===== src/rtl/freelist_pkg.sv =====
// Shared defaults and types for the checkpointed physical-register free list.
package freelist_pkg;

    localparam int unsigned FL_WIDTH      = 3;
    localparam int unsigned FL_DEPTH      = 32;
    localparam int unsigned FL_PR_W       = 6;
    localparam int unsigned FL_NUM_CKPT   = 4;
    localparam int unsigned FL_RESET_BASE = 32;

    localparam int unsigned FL_IDX_W  = $clog2(FL_DEPTH);
    localparam int unsigned FL_CKPT_W = $clog2(FL_NUM_CKPT);

    // Free-list pointer: entry index plus one wrap bit in the MSB.
    typedef logic [FL_IDX_W:0] ptr_t;

    // Checkpoint slot selector.
    typedef logic [FL_CKPT_W-1:0] ckpt_id_t;

endpackage


===== src/rtl/freelist_ckpt_lane_compact.sv =====
// Lane compaction: each set lane gets its rank among the set lanes below it.
module lane_compact #(
    parameter int unsigned WIDTH = 3
) (
    input  logic [WIDTH-1:0]                   en,
    output logic [WIDTH*$clog2(WIDTH+1)-1:0]   offset,
    output logic [$clog2(WIDTH+1)-1:0]         count
);

    localparam int unsigned CNT_W = $clog2(WIDTH + 1);

    logic [CNT_W-1:0] run;

    // Running prefix count gives each lane its slot offset; the total is the popcount.
    always_comb begin
        run    = '0;
        offset = '0;
        for (int i = 0; i < int'(WIDTH); i++) begin
            offset[i*CNT_W +: CNT_W] = run;
            run = run + CNT_W'(en[i]);
        end
        count = run;
    end

endmodule


===== src/rtl/freelist_ckpt.sv =====
// Circular free list of physical register tags with head-pointer checkpoints
// for single-cycle branch-mispredict recovery.
module freelist_ckpt
    import freelist_pkg::*;
#(
    parameter int unsigned WIDTH     = FL_WIDTH,
    parameter int unsigned DEPTH     = FL_DEPTH,
    parameter int unsigned PR_W      = FL_PR_W,
    parameter int unsigned ARCH_REGS = FL_RESET_BASE,
    parameter int unsigned NUM_CKPT  = FL_NUM_CKPT
) (
    input  logic                          clock,
    input  logic                          reset,
    input  logic [WIDTH-1:0]              alloc_req,
    output logic                          alloc_gnt,
    output logic [WIDTH*PR_W-1:0]         alloc_tag,
    input  logic [WIDTH-1:0]              free_en,
    input  logic [WIDTH*PR_W-1:0]         free_tag,
    input  logic                          ckpt_save,
    input  logic [$clog2(NUM_CKPT)-1:0]   ckpt_save_id,
    input  logic                          ckpt_restore,
    input  logic [$clog2(NUM_CKPT)-1:0]   ckpt_restore_id,
    output logic [$clog2(DEPTH):0]        free_count,
    output logic                          empty
);

    localparam int unsigned IDX_W = $clog2(DEPTH);
    localparam int unsigned PTR_W = IDX_W + 1;
    localparam int unsigned CNT_W = $clog2(WIDTH + 1);
    localparam int unsigned EXT_W = PTR_W + 1;

    logic [PR_W-1:0]        entry_q [DEPTH];
    logic [PTR_W-1:0]       chk_q   [NUM_CKPT];
    logic [PTR_W-1:0]       head_q;
    logic [PTR_W-1:0]       tail_q;
    logic [PTR_W-1:0]       head_next;
    logic [PTR_W-1:0]       tail_next;
    logic [PTR_W-1:0]       count_c;
    logic [PTR_W-1:0]       count_next;
    logic [WIDTH*CNT_W-1:0] alloc_off;
    logic [WIDTH*CNT_W-1:0] free_off;
    logic [CNT_W-1:0]       alloc_k;
    logic [CNT_W-1:0]       free_m;
    logic                   gnt_c;
    logic [EXT_W-1:0]       ovf_need_c;
    logic [EXT_W-1:0]       ovf_room_c;

    lane_compact #(.WIDTH(WIDTH)) u_alloc_compact (
        .en     (alloc_req),
        .offset (alloc_off),
        .count  (alloc_k)
    );

    lane_compact #(.WIDTH(WIDTH)) u_free_compact (
        .en     (free_en),
        .offset (free_off),
        .count  (free_m)
    );

    assign count_c   = tail_q - head_q;
    assign alloc_gnt = gnt_c;

    // All-or-nothing grant and per-lane tag lookup from the registered head.
    always_comb begin
        gnt_c     = !reset && !ckpt_restore && (PTR_W'(alloc_k) <= count_c);
        alloc_tag = '0;
        for (int i = 0; i < int'(WIDTH); i++) begin
            if (gnt_c && alloc_req[i]) begin
                alloc_tag[i*PR_W +: PR_W] =
                    entry_q[IDX_W'(head_q[IDX_W-1:0] + IDX_W'(alloc_off[i*CNT_W +: CNT_W]))];
            end
        end
    end

    // Next pointers: restore overrides grant; frees always advance the tail.
    always_comb begin
        head_next = head_q;
        if (ckpt_restore) begin
            head_next = chk_q[ckpt_restore_id];
        end else if (gnt_c) begin
            head_next = head_q + PTR_W'(alloc_k);
        end
        tail_next  = tail_q + PTR_W'(free_m);
        count_next = tail_next - head_next;
    end

    // Entries, pointers, checkpoints and the registered occupancy outputs.
    always_ff @(posedge clock) begin
        if (reset) begin
            for (int i = 0; i < int'(DEPTH); i++) begin
                entry_q[i] <= PR_W'(ARCH_REGS + i);
            end
            for (int c = 0; c < int'(NUM_CKPT); c++) begin
                chk_q[c] <= '0;
            end
            head_q     <= '0;
            tail_q     <= PTR_W'(DEPTH);
            free_count <= PTR_W'(DEPTH);
            empty      <= 1'b0;
        end else begin
            for (int i = 0; i < int'(WIDTH); i++) begin
                if (free_en[i]) begin
                    entry_q[IDX_W'(tail_q[IDX_W-1:0] + IDX_W'(free_off[i*CNT_W +: CNT_W]))]
                        <= free_tag[i*PR_W +: PR_W];
                end
            end
            if (ckpt_save && !ckpt_restore) begin
                chk_q[ckpt_save_id] <= head_next;
            end
            head_q     <= head_next;
            tail_q     <= tail_next;
            free_count <= count_next;
            empty      <= (count_next == '0);
        end
    end

    // Retired tags may only fill slots that are actually vacant this cycle.
    assign ovf_need_c = EXT_W'(free_m) + EXT_W'(count_c);
    assign ovf_room_c = EXT_W'(DEPTH) + EXT_W'(gnt_c ? alloc_k : CNT_W'(0));

    a_no_overflow: assert property (@(posedge clock) disable iff (reset)
        ovf_need_c <= ovf_room_c);

    a_count_range: assert property (@(posedge clock) disable iff (reset)
        count_c <= PTR_W'(DEPTH));

endmodule


===== config.mk =====
export PLATFORM = sky130hd
export DESIGN_NAME = freelist_ckpt
export DESIGN_NICKNAME = d
export VERILOG_FILES = /design/src/rtl/freelist_pkg.sv /design/src/rtl/freelist_ckpt_lane_compact.sv /design/src/rtl/freelist_ckpt.sv
export SDC_FILE = /design/constraint.sdc
export NUM_CORES = 1
export LEC_CHECK = 0
export CAP_MARGIN = 40
export CORE_ASPECT_RATIO = 1.4
export CORE_MARGIN = 8
export CORE_UTILIZATION = 60
export CTS_BUF_LIST = sky130_fd_sc_hd__clkbuf_4 sky130_fd_sc_hd__clkbuf_8
export DETAILED_ROUTE_END_ITERATION = 12
export PLACE_DENSITY = 0.82
export SYNTH_ARGS = -nofsm -noshare
export SYNTH_HDL_FRONTEND = slang
export SYNTH_SLANG_ARGS = --single-unit

===== constraint.sdc =====
create_clock -name clock -period 6.25 [get_ports clock]
set_input_delay 0.9375 -clock clock [delete_from_list [all_inputs] [get_ports clock]]
set_output_delay 0.9375 -clock clock [all_outputs]
set_load 0.01 [all_outputs]

==> key figures, run 1 <==
STA
  • Fmax: 180 MHz
  • TNS Setup: 0 ns
  • Final setup fails: 0
  • Slew at the pin closest to its max-slew limit: 0.974 ns
  • Hold Vio Cnt, Final: 0
  • RSZ-0062 raised after global routing: no
  • Setup Skew: 0.0361 ns
  • Max-slew headroom: 0.351
  • Minimum clock period: 5.56 ns
  • Final Max Tran Viols: 0
  • Tcrit/Tclk final: 0.889

Logic synthesis
  • Post-synth top area cell: edfxtp_1
  • Primary FF master, synth: edfxtp_1
  • Cell variety after synth: 62
  • Simple-Gate Fraction of Synth Area: 0.196
  • Async set-reset flop share out of synthesis: 0
  • Yosys top cell area share: 0.347
  • Yosys warns: 0
  • Mapped cell area: 18700 um2
  • Synthesized-area fraction occupied by adder cells: 0.0259
  • Compound-Gate Fraction of Synth Area: 0.117
  • Sequential area share after synthesis: 0.368
  • Mux share of post-synthesis cell area: 0.236
  • EDFF count, synth: 216
  • Synth Register Bits: 235
  • Largest family of logic cells by synthesized area: multiplexers
  • Mean Syn Cell Area: 9.56 um2
  • Most frequent cells after synthesis: nor2_1 (370), nand2_1 (270), edfxtp_1 (216)
  • Cells after Synth: 1953
  • Post-Synth XOR/XNOR Area: 0.0140
  • Most common cell in the netlist: nor2_1
  • Synth top area cells: edfxtp_1 (35%), mux4_2 (22%), nor2_1 (7.4%)
  • Post-Syn Nets: 2018

Power
  • Overall Power: 4.81 mW
  • Power Density: 238 nW/um2
  • Leak pwr: 6.29 nW
  • Worst VDD drop: 145 uV

Clocking
  • Clock Tree Buf Depth: 3
  • CTS sink cnt: 235
  • Post-CTS Setup Bufs: 0
  • Clk root buf: clkbuf_8
  • H-tree levels: 2
  • CTS Buf Count: 37
  • Post_cts resized: 0
  • Cts hold-fix bufs: 0
  • CTS tree: yes
  • Clk_lat worst skew: 0.59 ns
  • Clock-pin transition on the worst setup and hold timing paths: 0.06 ns

Floorplan
  • Die width: 165 um
  • Die ar.: 37100 um2
  • IO Count: 58
  • Core area: 30700 um2
  • Die height: 225 um
  • FP Rows: 76
  • Starting density of the core: 0.608

Route
  • Antenna-violating nets left: 0
  • Via Count: 17500
  • TritonRoute pass-1 iters: 7
  • Routed length per placed instance: 31.9 um
  • Vias per inst: 7.50
  • DR iter-0 viols: 3361
  • Residual DRC: 0
  • WL final: 74.6 mm

Critical path
  • Endpoint class of the critical path: output pin
  • Crit Reg-Reg Endpoint: empty
  • CP startpoint kind: input port
  • CP Data Required Time: 5.31 ns
  • Reg2Reg Depth: 17
  • Crit path DAT: 4.62 ns
  • Reg2reg start: tail_q[1]
  • Worst Setup SP: alloc_req[0]
  • Reg2reg setup slack: 1.17 ns
  • CP max FO: 48
  • Crit path kind: in2out
  • Critical path endpoint: alloc_tag[12]

GRT
  • Vias in the first global route: 16400
  • Initial antenna violation count: 5
  • GRT Total Usage: 0.406
  • Global-route wire length before repair: 109 mm
  • Largest net degree at the start of global routing: 49
  • Grt total ovfl: 0

Placed design
  • Number of port buffers: 57
  • Post-detail-place hpwl: 52.3 mm
  • GPL Wtd Cong: 1.05

Flow run
  • Number of max-cap violations: 0

Cells and area
  • Share of cells above drive strength 1: 0.167
  • Area growth syn-to-layout: 8.21%
  • Final nets: 1984

Run status
  • Run status: completed

Hold path
  • Hold WC Path Type: reg2reg
worst max-delay path, cell delays in order:
cell             delay [ns]
clkdlybuf4s50_1        0.53
ha_1                   0.39
ha_4                   0.18
fa_2                   0.56
buf_12                 0.27
mux4_2                 0.36
mux4_2                 0.50
mux2i_1                0.31
nor2_1                 0.07
clkdlybuf4s50_1        0.49
layout make-up:
| class | count | area, um2 |
|---|---|---|
| Timing Repair Buffer | 104 | 958 |
| Inverter | 30 | 113 |
| Sequential cell | 235 | 6870 |
| Fill cell | 2374 | 10500 |
| Antenna cell | 2 | 5.00 |
| Clock buffer | 51 | 633 |
| Tap cell | 390 | 488 |
| Clock inverter | 14 | 76.3 |
| Multi-Input combinational cell | 1511 | 11100 |
flip-flops by register name, indices dropped and copies added (netlist names):
signal      flops
empty           1
tail_q          6
chk_q          24
entry_q       192
head_q          6
free_count      6
worst min path at each step:
stage,startpoint,endpoint,slack (ns),depth (start not counted)
after floorplan,tail_q[5],tail_q[5],0.55,2
after global placement,tail_q[5],tail_q[5],0.64,2
after detailed placement,tail_q[5],tail_q[5],0.66,2
after CTS,tail_q[5],tail_q[5],0.67,2
after global routing,tail_q[5],tail_q[5],0.70,2
final,tail_q[5],tail_q[5],0.66,2
report_power, final:
group / internal, mW / total (mW) / switching [mW] / leakage [nW]
clock: 0.660 / 1.32 / 0.661 / 0.371
sequential: 1.82 / 1.95 / 0.131 / 2.00
combinational: 0.667 / 1.53 / 0.866 / 3.92
total: 3.15 / 4.81 / 1.66 / 6.29
per-layer routing:
metal / global-route usage / up-vias / share of wire
met3: 0.134 / 499 / 0.16
met2: 0.614 / 1735 / 0.44
met4: 0.283 / 6 / 0.094
li1: - / 7164 / -
met5: 0 / - / 0.00046
met1: 0.483 / 8124 / 0.30
placed cells by master (no fill, tap or decap), types with 4 or more instances in the layout:
cell type	instances
nand3_1	69
o2111ai_1	6
clkbuf_4	11
buf_12	4
mux4_2	186
mux2i_1	17
inv_1	27
nor2b_1	9
and3_1	8
or3_1	6
a211oi_1	4
fa_1	7
dfxtp_1	17
and2_1	9
nand2_1	270
xor2_1	5
xnor2_1	21
mux2_2	4
buf_2	8
nand3b_1	31
clkinv_1	8
a21oi_1	128
edfxtp_1	216
nand4_1	5
nor3_1	29
nor3b_1	14
clkdlybuf4s50_1	51
o211ai_1	6
o21ai_0	154
or2_2	4
o31ai_1	4
a31oi_1	68
nor2_1	370
a21o_1	4
ha_1	22
buf_4	40
clkbuf_8	40
nand2b_1	7
cell families (layout without fill, tap and decap cells):
kind of cell    after synthesis  count (layout)
simple gates                848             848
buf+inv                     207             199
flops                       235             235
compound gates              393             393
fa+ha+maj                    34              34
other cells                   0               2
xor+xnor                     29              29
mux                         207             207
metrics by stage:
step / instances / worst slack (ns) / area [um2] / util / hold WS, ns
floorplan: 1953 / 1.66 / 18700 / - / 0.545
global placement: 2263 / 0.830 / 19400 / 0.632 / 0.641
detailed placement: 2267 / 0.756 / 19500 / 0.634 / 0.657
CTS: 2332 / 0.752 / 20200 / 0.657 / 0.672
global route: 2336 / 0.650 / 20200 / 0.658 / 0.704
finish: 2337 / 0.695 / 20200 / 0.658 / 0.665
No activity file was read; power rests on OpenSTA's default activity.
==> inputs of run 2 (changes only) <==
--- a/config.mk
+++ b/config.mk
@@ -14,4 +14,5 @@
 export PLACE_DENSITY = 0.82
 export SYNTH_ARGS = -nofsm -noshare
 export SYNTH_HDL_FRONTEND = slang
+export SYNTH_HIERARCHICAL = 1
 export SYNTH_SLANG_ARGS = --single-unit
==> run 2 against run 1 <==
  * Sequential share of layout area rose by 0.29 points
  * Non-clock buffer count rose by 11
  * Via count fell by 4.5%
  * Power rose by 13%
  * Clock power rose by 20%
  * Count of clock-buffer cells in the layout fell by 6
  * Hold slack got worse by 0.095 ns
  * Cell area fell by 0.91%
  * Critical path depth did not move
==> key figures, run 2 <==
Logic synthesis
  • Most frequent cells after synthesis: nor2_1 (234), edfxtp_1 (216), mux4_2 (186)
  • Yosys warns: 6 (+6)
  • Mapped cell area: 18100 um2 (-3.0%)
  • Sequential area share after synthesis: 0.379 (+0.0112)
  • Post-Synth XOR/XNOR Area: 0.0174 (+0.00340)
  • Synth top area cells: edfxtp_1 (36%), mux4_2 (23%), nor2_1 (4.8%)
  • Cells after Synth: 1705 (-13%)
  • Largest family of logic cells by synthesized area: multiplexers
  • EDFF count, synth: 216 (unchanged)
  • Cell variety after synth: 57 (-8.1%)
  • Compound-Gate Fraction of Synth Area: 0.156 (+0.0393)
  • Yosys top cell area share: 0.358 (+0.0106)
  • Synth Register Bits: 235 (unchanged)
  • Mux share of post-synthesis cell area: 0.244 (+0.00801)
  • Async set-reset flop share out of synthesis: 0 (unchanged)
  • Synthesized-area fraction occupied by adder cells: 0.0326 (+0.00673)
  • Post-synth top area cell: edfxtp_1
  • Primary FF master, synth: edfxtp_1
  • Mean Syn Cell Area: 10.6 um2 (+11%)
  • Simple-Gate Fraction of Synth Area: 0.129 (-0.0672)
  • Most common cell in the netlist: nor2_1

Clocking
  • Post_cts resized: 0 (unchanged)
  • Post-CTS Setup Bufs: 0 (unchanged)
  • H-tree levels: 2 (unchanged)
  • CTS sink cnt: 235 (unchanged)
  • CTS Buf Count: 37 (unchanged)
  • Clk root buf: clkbuf_8
  • Cts hold-fix bufs: 0 (unchanged)
  • Clk_lat worst skew: 0.56 ns (-0.03 ns)
  • Clock-pin transition on the worst setup and hold timing paths: 0.07 ns (about the same)
  • Clock Tree Buf Depth: 3 (unchanged)
  • CTS tree: yes

GRT
  • Global-route wire length before repair: 105 mm (-3.7%)
  • Vias in the first global route: 16400 (-0.32%)
  • Initial antenna violation count: 2 (-3)
  • GRT Total Usage: 0.393 (-0.0134)
  • Largest net degree at the start of global routing: 49 (unchanged)
  • Grt total ovfl: 0 (unchanged)

STA
  • Setup Skew: 0.0179 ns (-0.0182 ns)
  • Final WS setup: 0.658 ns (-0.0362 ns)
  • TNS Setup: 0 ns (unchanged)
  • Fmax: 179 MHz (-0.65%)
  • RSZ-0062 raised after global routing: no
  • Slew at the pin closest to its max-slew limit: 1.13 ns (+0.153 ns)
  • Max-slew headroom: 0.249 (-0.102)
  • Final Max Tran Viols: 0 (unchanged)
  • Final setup fails: 0 (unchanged)
  • Tcrit/Tclk final: 0.895 (+0.00579)
  • Minimum clock period: 5.59 ns (+0.0362 ns)
  • Hold Vio Cnt, Final: 0 (unchanged)

Cells and area
  • Final nets: 1769 (-11%)
  • Leading registers by flop count: entry_q x192, chk_q x24
  • Most frequent cells in the layout: nor2_1 (234), edfxtp_1 (216), mux4_2 (186)
  • Fillers: 2153 (-9.3%)
  • Area growth syn-to-layout: 10.5%
  • Most common cell after layout, fill and taps aside: nor2_1
  • Number of flip-flops in the largest register: 192 (unchanged)
  • Share of cells above drive strength 1: 0.193 (+0.0265)
  • Antenna Cells: 0 (-2)
  • Biggest register: entry_q

Floorplan
  • Core area: 29800 um2 (-2.8%)
  • Die height: 222 um (-1.4%)
  • FP Rows: 75 (-1.3%)
  • Starting density of the core: 0.607 (-0.000700)
  • Die ar.: 36100 um2 (-2.7%)
  • Die width: 163 um (-1.3%)
  • IO Count: 58 (unchanged)

Placed design
  • Placement Setup Slack: 0.390 ns (-0.366 ns)
  • Post-detail-place hpwl: 47.7 mm (-8.8%)
  • GPL Wtd Cong: 1.07 (+2.3%)
  • Number of port buffers: 57 (unchanged)

Route
  • Vias per inst: 7.94 (+5.8%)
  • TritonRoute pass-1 iters: 10 (+3)
  • DR iter-0 viols: 3133 (-6.8%)
  • Antenna-violating nets left: 0 (unchanged)
  • WL final: 71.3 mm (-4.4%)
  • Via Count: 16700 (-4.5%)
  • Residual DRC: 0 (unchanged)
  • Routed length per placed instance: 33.8 um (+5.9%)

Power
  • Power Density: 270 nW/um2 (+14%)
  • Worst VDD drop: 126 uV (-13%)
  • Leak pwr: 6.19 nW (-1.7%)

Critical path
  • CP max FO: 48 (unchanged)
  • Crit path kind: in2out
  • Endpoint class of the critical path: output pin
  • Crit path DAT: 4.65 ns (+0.03 ns)
  • CP Data Required Time: 5.31 ns (about the same)
  • CP startpoint kind: input port

Run status
  • Run status: completed

Flow run
  • Number of max-cap violations: 0 (unchanged)

Hold path
  • Hold WC Path Type: reg2reg
==> run 2: changes by cell type after synthesis, moves of 12 or more <==
cell and delta:
nor2_1 -136, nand2_1 -100, o22ai_1 +94, a31oi_1 -67, o21ai_0 -65, a22oi_1 +63, nand3_1 -47, nand3b_1 -29
or3_1 +19, buf_2 -18, o221ai_1 +18, nor3b_1 -15, nor3_1 +13, o2111ai_1 +12
==> run 2: cell type report <==
| class | instances | area (um2) | area share |
|---|---|---|---|
| sequential | 235 | 6870 | 0.343 |
| inverter | 23 | 86.3 | 0.00431 |
| timing repair buffer | 115 | 1130 | 0.0563 |
| clock buffer | 45 | 576 | 0.0288 |
| clock inverter | 22 | 284 | 0.0142 |
| multi-input combinational | 1285 | 10600 | 0.529 |
| tap | 385 | 482 | 0.0241 |
==> run 2: power breakdown <==
part,switching [mW],internal [mW],leakage (nW)
sequential,0.110,1.83,2.00
clock,0.673,0.904,0.444
combinational,1.11,0.784,3.74
==> run 2: cell families (layout without fill, tap and decap cells) <==
family	count (synthesis)	count (layout)
and+or+nand+nor	543	543
xor gates and xnor gates	36	36
buffers and inverters	189	205
AOI/OAI and AO/OA	451	451
adders and majority gates	40	40
muxes	209	209
other	2	6
DFF	235	235
==> run 2: worst paths after layout <==
kind | endpoint | slack (ns) | from | depth (start not counted)
max reg2reg | free_count[5] | 0.98 | head_q[2] | 19
min | tail_q[5] | 0.57 | tail_q[5] | 2
max | alloc_tag[15] | 0.66 | alloc_req[0] | 10
min reg2reg | tail_q[5] | 0.57 | tail_q[5] | 2
==> run 2: metal layers <==
layer,wire length (um),vias up,GRT usage
met4,7050,2,0.308
met2,31700,1828,0.593
met3,11100,514,0.122
met5,11,-,0
li1,-,6682,-
met1,21500,7721,0.458
==> run 2: per-stage QoR <==
| step | util | std cells | power, mW | hold WS, ns | cell area (um2) |
|---|---|---|---|---|---|
| 3_5_place_dp | 0.641 | 2039 | 3.76 | 0.542 | 19100 |
| 2_1_floorplan | - | 1709 | 3.12 | 0.513 | 18100 |
| 3_3_place_gp | 0.636 | 2029 | 3.70 | 0.546 | 19000 |
| 4_1_cts | 0.669 | 2106 | 5.30 | 0.561 | 20000 |
| 6_report | 0.671 | 2110 | 5.41 | 0.569 | 20000 |
| 5_1_grt | 0.671 | 2110 | 5.52 | 0.599 | 20000 |
==> run 2: worst max-delay path: stages <==
cell             delay [ns]
clkdlybuf4s50_1        0.53
ha_1                   0.38
ha_4                   0.17
fa_2                   0.56
buf_12                 0.27
mux4_2                 0.37
mux4_2                 0.55
mux2i_1                0.27
nor2_1                 0.07
clkdlybuf4s50_1        0.48
